**config.mk**
```make
export PLATFORM = sky130hd
export DESIGN_NAME = dmem_lsu
export DESIGN_NICKNAME = d
export VERILOG_FILES = /design/src/rtl/dmem_lsu_pkg.sv /design/src/rtl/lsu_byte_lane.sv /design/src/rtl/dmem_lsu.sv
export SDC_FILE = /design/constraint.sdc
export NUM_CORES = 1
export LEC_CHECK = 0
export ABC_AREA = 0
export BUFFER_PORTS_ARGS = -buffer_cell sky130_fd_sc_hd__buf_2
export CORE_MARGIN = 8
export CORE_UTILIZATION = 45
export CTS_BUF_LIST = sky130_fd_sc_hd__clkbuf_8
export CTS_CLUSTER_DIAMETER = 100
export DETAILED_ROUTE_END_ITERATION = 16
export GPL_TIMING_DRIVEN = 0
export PLACE_DENSITY = 0.86
export SYNTH_ARGS = -nofsm -noshare
export SYNTH_HDL_FRONTEND = slang
export SYNTH_SLANG_ARGS = --single-unit
```
**constraint.sdc**
```tcl
create_clock -name clk -period 1.7 [get_ports clk]
set_clock_uncertainty 0.1 [all_clocks]
set_input_delay 0 -clock clk [delete_from_list [all_inputs] [get_ports clk]]
set_output_delay 0 -clock clk [all_outputs]
set_load 0.02 [all_outputs]
```
**src/rtl/dmem_lsu_pkg.sv**
```systemverilog
// Shared types and constants for the dmem_lsu load/store unit.
package dmem_lsu_pkg;

  typedef enum logic [2:0] {
    S_IDLE,
    S_LOAD,
    S_RMW_READ,
    S_WRITE,
    S_RESP
  } state_e;

  localparam logic SIZE_BYTE = 1'b0;
  localparam logic SIZE_WORD = 1'b1;
  localparam int   LANE_W    = 8;

endpackage

```
**src/rtl/lsu_byte_lane.sv**
```systemverilog
// Byte-lane helper: extracts/extends a load lane and merges a store byte
// into a word for read-modify-write.
module lsu_byte_lane import dmem_lsu_pkg::*; #(
  parameter int DATA_WIDTH = 16
) (
  input  logic [DATA_WIDTH-1:0] word_i,
  input  logic                  lane_sel_i,
  input  logic                  unsigned_i,
  input  logic [LANE_W-1:0]     byte_i,
  output logic [DATA_WIDTH-1:0] ext_o,
  output logic [DATA_WIDTH-1:0] merged_o
);

  logic [LANE_W-1:0] lane;

  always_comb begin
    lane     = lane_sel_i ? word_i[2*LANE_W-1:LANE_W] : word_i[LANE_W-1:0];
    ext_o    = {{(DATA_WIDTH-LANE_W){~unsigned_i & lane[LANE_W-1]}}, lane};
    merged_o = word_i;
    if (lane_sel_i) merged_o[2*LANE_W-1:LANE_W] = byte_i;
    else            merged_o[LANE_W-1:0]        = byte_i;
  end

endmodule

```
**src/rtl/dmem_lsu.sv**
```systemverilog
// Load/store unit: byte-addressed CPU requests to a word-wide memory.
// Define DMEM_LSU_MISALIGN_TRAP_EN to reject misaligned word accesses.
module dmem_lsu import dmem_lsu_pkg::*; #(
  parameter int DATA_WIDTH = 16,
  parameter int ADDR_WIDTH = 16
) (
  input  logic                  clk,
  input  logic                  rst,
  input  logic                  req_valid,
  output logic                  req_ready,
  input  logic                  req_we,
  input  logic                  req_size,
  input  logic                  req_unsigned,
  input  logic [ADDR_WIDTH-1:0] req_addr,
  input  logic [DATA_WIDTH-1:0] req_wdata,
  output logic                  resp_valid,
  input  logic                  resp_ready,
  output logic [DATA_WIDTH-1:0] resp_rdata,
  output logic                  resp_err,
  output logic [ADDR_WIDTH-1:0] mem_addr,
  output logic [DATA_WIDTH-1:0] mem_data,
  output logic                  mem_we,
  input  logic [DATA_WIDTH-1:0] mem_q
);

  state_e                state_q, state_d;
  logic                  lane_q, lane_d;
  logic                  size_q, size_d;
  logic                  uns_q, uns_d;
  logic [LANE_W-1:0]     wbyte_q, wbyte_d;
  logic [ADDR_WIDTH-1:0] mem_addr_q, mem_addr_d;
  logic [DATA_WIDTH-1:0] mem_data_q, mem_data_d;
  logic [DATA_WIDTH-1:0] rdata_q, rdata_d;
  logic                  err_q, err_d;
  logic                  misalign;
  logic [DATA_WIDTH-1:0] lane_ext, lane_merged;

`ifdef DMEM_LSU_MISALIGN_TRAP_EN
  assign misalign = (req_size == SIZE_WORD) && req_addr[0];
`else
  // Word accesses drop addr[0] through the word address, so they are always aligned.
  assign misalign = 1'b0;
`endif

  lsu_byte_lane #(.DATA_WIDTH(DATA_WIDTH)) u_lane (
    .word_i     (mem_q),
    .lane_sel_i (lane_q),
    .unsigned_i (uns_q),
    .byte_i     (wbyte_q),
    .ext_o      (lane_ext),
    .merged_o   (lane_merged)
  );

  always_comb begin
    state_d    = state_q;
    lane_d     = lane_q;
    size_d     = size_q;
    uns_d      = uns_q;
    wbyte_d    = wbyte_q;
    mem_addr_d = mem_addr_q;
    mem_data_d = mem_data_q;
    rdata_d    = rdata_q;
    err_d      = err_q;
    case (state_q)
      S_IDLE: if (req_valid) begin
        lane_d     = req_addr[0];
        size_d     = req_size;
        uns_d      = req_unsigned;
        wbyte_d    = req_wdata[LANE_W-1:0];
        mem_addr_d = {1'b0, req_addr[ADDR_WIDTH-1:1]};
        rdata_d    = '0;
        err_d      = misalign;
        if (req_we && req_size == SIZE_WORD) mem_data_d = req_wdata;
        if (misalign)                   state_d = S_RESP;
        else if (!req_we)               state_d = S_LOAD;
        else if (req_size == SIZE_WORD) state_d = S_WRITE;
        else                            state_d = S_RMW_READ;
      end
      S_LOAD: begin
        rdata_d = (size_q == SIZE_WORD) ? mem_q : lane_ext;
        state_d = S_RESP;
      end
      S_RMW_READ: begin
        mem_data_d = lane_merged;
        state_d    = S_WRITE;
      end
      S_WRITE: state_d = S_RESP;
      S_RESP:  if (resp_ready) state_d = S_IDLE;
      default: state_d = S_IDLE;
    endcase
  end

  always_ff @(posedge clk or negedge rst) begin
    if (!rst) begin
      state_q    <= S_IDLE;
      lane_q     <= 1'b0;
      size_q     <= SIZE_BYTE;
      uns_q      <= 1'b0;
      wbyte_q    <= '0;
      mem_addr_q <= '0;
      mem_data_q <= '0;
      rdata_q    <= '0;
      err_q      <= 1'b0;
    end else begin
      state_q    <= state_d;
      lane_q     <= lane_d;
      size_q     <= size_d;
      uns_q      <= uns_d;
      wbyte_q    <= wbyte_d;
      mem_addr_q <= mem_addr_d;
      mem_data_q <= mem_data_d;
      rdata_q    <= rdata_d;
      err_q      <= err_d;
    end
  end

  assign req_ready  = (state_q == S_IDLE);
  assign resp_valid = (state_q == S_RESP);
  assign mem_we     = (state_q == S_WRITE);
  assign resp_rdata = rdata_q;
  assign resp_err   = err_q;
  assign mem_addr   = mem_addr_q;
  assign mem_data   = mem_data_q;

endmodule

```
==> impl_metrics.py <==
metrics = {
    "status": {
        "outcome": "finished with violations",
        "violations": "negative setup slack",
    },
    "pwr": {
        "peakVddDrop_mv": 1.32,
        "p_leak_nw": 2.40,
        "power_density_nw_per_um2": 1930,
        "seq_power_share_pct": 27.3,
        "internal-power_mw": 5.89,
        "p_clk_share_pct": 15.1,
        "combPwrFrac_pct": 57.5,
        "switching_share_pct": 37.0,
        "p_sw_mw": 3.47,
    },
    "place": {
        "numPortBuffers": 104,
        "placed_cells": 400,
        "gp_congestion": 0.769,
        "place_hpwl_um": 6030,
    },
    "setup_path": {
        "r2r_slack_ns": -0.12,
        "crit_path_end": "mem_data[5]",
        "crit_family": "multiplexers",
        "reg2reg_to": "mem_data[5]",
        "end_kind": "flip-flop",
        "r2r_cells": 6,
        "cp.depth": 6,
        "crit_type": "flip-flop to flip-flop",
        "startpoint": "state_q[2]",
        "crit_chain": "buf_6, nor3b_4, buf_6, buf_6, mux2_4, mux2_4",
        "worstPathRequired_ns": 1.83,
        "critPathMaxFanout": 5,
        "worst_ep_arrival_time_ns": 1.94,
        "start_kind": "flip-flop",
        "path_common_cell": "buf_6",
        "slowest_delay_ns": 0.39,
        "slowest_stage": "dfrtp_1",
        "r2r-start": "state_q[2]",
        "critical_path_buf_inv_count": 3,
    },
    "clocking": {
        "root_buffer": "clkbuf_8",
        "cts_buffer_depth": 2,
        "numCtsBuffers": 9,
        "clk_pin_slew_ns": 0.07,
        "htree_levels": 3,
        "cts_tree": "done",
        "worstSkewPairLatency_ns": 0.35,
        "clkSinkCount": 61,
    },
    "routing": {
        "drc": 0,
        "finalWirelength_um": 9760,
        "via_count": 2505,
        "drtPass1Iterations": 4,
        "wl_per_cell_um": 19.9,
        "ant_nets": 0,
        "vias_per_cell": 5.11,
        "initialDrtViolationCount": 134,
    },
    "sta": {
        "slew_headroom_pct": 48.0,
        "timing.final.crit_period_ns": 1.82,
        "fin_crit_sh_pct": 107,
        "rsz0062_at_grt": "yes",
        "hold_violations": 0,
        "setup_viol_count_final": 34,
        "fin_ws_ns": -0.116,
        "slew_violations": 0,
        "fin_hold_ws_ns": 0.166,
        "max_freq_ghz": 0.551,
        "worst-slew-pin-transition_ns": 0.780,
    },
    "layout": {
        "final_cell_mix": "buf_2 (105), mux2_4 (64), dfrtp_1 (61), dlygate4sd3_1 (55)",
        "num-nets-final": 458,
        "area_growth_pct": 57.9,
        "layout_commonest_cell": "buf_2",
        "final_layout_size_suffix_gt1_share_pct": 57.4,
        "finalNonFillerCells": 490,
        "fillCellCount": 421,
    },
    "die": {
        "die_h_um": 98.7,
        "core_area_um2": 6720,
        "rows": 30,
        "initial_core_util_pct": 45.8,
        "die_x_um": 98.7,
        "io_pins": 107,
        "die_area_um2": 9730,
    },
    "yosys": {
        "netlist_top_cells_area": "dfrtp_1 (50%), mux2_4 (14%), mux2_2 (8.8%)",
        "ys_seq_area_share_pct": 49.7,
        "syn_avg_cell_area_um2": 14.3,
        "yosys.area.top_type_share_pct": 49.7,
        "ys_seq_elements": 61,
        "synth_area_leader_cell": "dfrtp_1",
        "synth_cells": 215,
        "synth_async_sr_flop_share_pct": 100,
        "synth_area_um2": 3070,
        "ys.flop_type": "dfrtp_1",
        "yosysUniqueCellTypes": 30,
        "synth_edf_count": 0,
        "yosys_warnings": 0,
    },
    "global_routing": {
        "antenna_found_initial": 2,
        "grt_max_degree": 62,
        "grt.overflow.total": 0,
        "grt_usage_pct": 19.9,
        "grt_pass1_wl_um": 15000,
        "grt_pass1_vias": 2779,
    },
    "hold_path": {
        "holdCritPathClass": "primary input to async pin",
    },
    "job": {
        "maxCapViolations": 0,
    },
}
cell usage after synthesis (2+ instances only):
cell type	n
nand2_1	8
o22ai_1	7
nor3_1	3
buf_6	7
buf_4	4
dfrtp_1	61
nor2_1	2
a21oi_1	2
mux2_2	24
nor3b_1	2
mux2i_1	7
mux2_1	23
clkbuf_1	3
nor3_2	2
o2bb2ai_1	9
mux2_4	28
nor2b_1	9
nand2b_1	2
metrics by stage:
| step | instance area, um2 | utilization (%) | power, mW | worst slack [ns] | setup TNS [ns] |
|---|---|---|---|---|---|
| after global placement | 3800 | 56.6 | 6.97 | -0.284 | -3.65 |
| after floorplan | 3180 | - | 5.94 | -0.140 | -2.77 |
| after CTS | 4740 | 70.5 | 9.06 | -0.0967 | -2.55 |
| after global routing | 4850 | 72.3 | 9.83 | -0.157 | -4.32 |
| final | 4850 | 72.3 | 9.36 | -0.116 | -2.00 |
| after detailed placement | 3800 | 56.6 | 7.12 | -0.330 | -4.25 |
timing repair:
item,CTS,global route
resized for setup,19,10
setup endpoints to repair,21,57
setup buffers,10,7
endpoints found under the hold margin,122,0
hold buffers,55,0
gates cloned,1,1
pin swaps,1,4
power by group through the flow:
stage	clock network, mW	logic, mW	registers, mW
finish	1.41	5.39	2.56
global route	1.50	5.69	2.63
CTS	1.43	5.10	2.53
detailed placement	0	4.57	2.56
global placement	0	4.47	2.50
floorplan	0	2.81	3.13
state kept, by name, summed over array words and instances, names as in the netlist:
| name | flops |
|---|---|
| size_q | 1 |
| mem_addr | 15 |
| wbyte_q | 8 |
| state_q | 3 |
| uns_q | 1 |
| lane_q | 1 |
| mem_data | 16 |
| resp_rdata | 16 |
worst min path at each step:
stage,slack [ns],start,endpoint,depth (start not counted)
3_3_place_gp,0.12,req_addr[12],mem_addr[11],2
3_5_place_dp,0.13,req_addr[12],mem_addr[11],2
2_1_floorplan,-0.40,rst,lane_q,0
5_1_grt,0.25,rst,lane_q,2
4_1_cts,0.31,req_addr[11],mem_addr[10],3
6_report,0.17,rst,mem_addr[6],2
layer usage:
layer / share of wire, % / wire length [um] / global-route usage [%]
met1: 40 / 3900 / 21.6
met2: 51 / 5020 / 35.1
met3: 5.8 / 565 / 6.84
met4: 2.8 / 269 / 7.20
met5: 0 / 0 / 0
cells by family after synthesis:
kind of cell / after synthesis / synth area share, %
other: 1 / 0.122
multiplexers: 82 / 33.2
buffers and inverters: 17 / 5.21
AND/OR/NAND/NOR: 31 / 6.19
flip-flops: 61 / 49.7
AO/OA/AOI/OAI: 23 / 5.66
area by class of cell:
type,instances,area [um2],area share (%)
clock inverter,7,90.1,1.86
multi-input combinational,138,1540,31.8
tap,80,100,2.06
buffer,15,175,3.61
sequential,61,1530,31.4
antenna,2,5.00,0.103
clock buffer,9,124,2.55
timing repair buffer,178,1290,26.6
worst register-to-register path: stages (launching register included):
cell and delay [ns]:
dfrtp_1 0.39, buf_6 0.14, nor3b_4 0.20, buf_6 0.17
buf_6 0.14, mux2_4 0.30, mux2_4 0.26
Power figures use the tool's default switching activity.
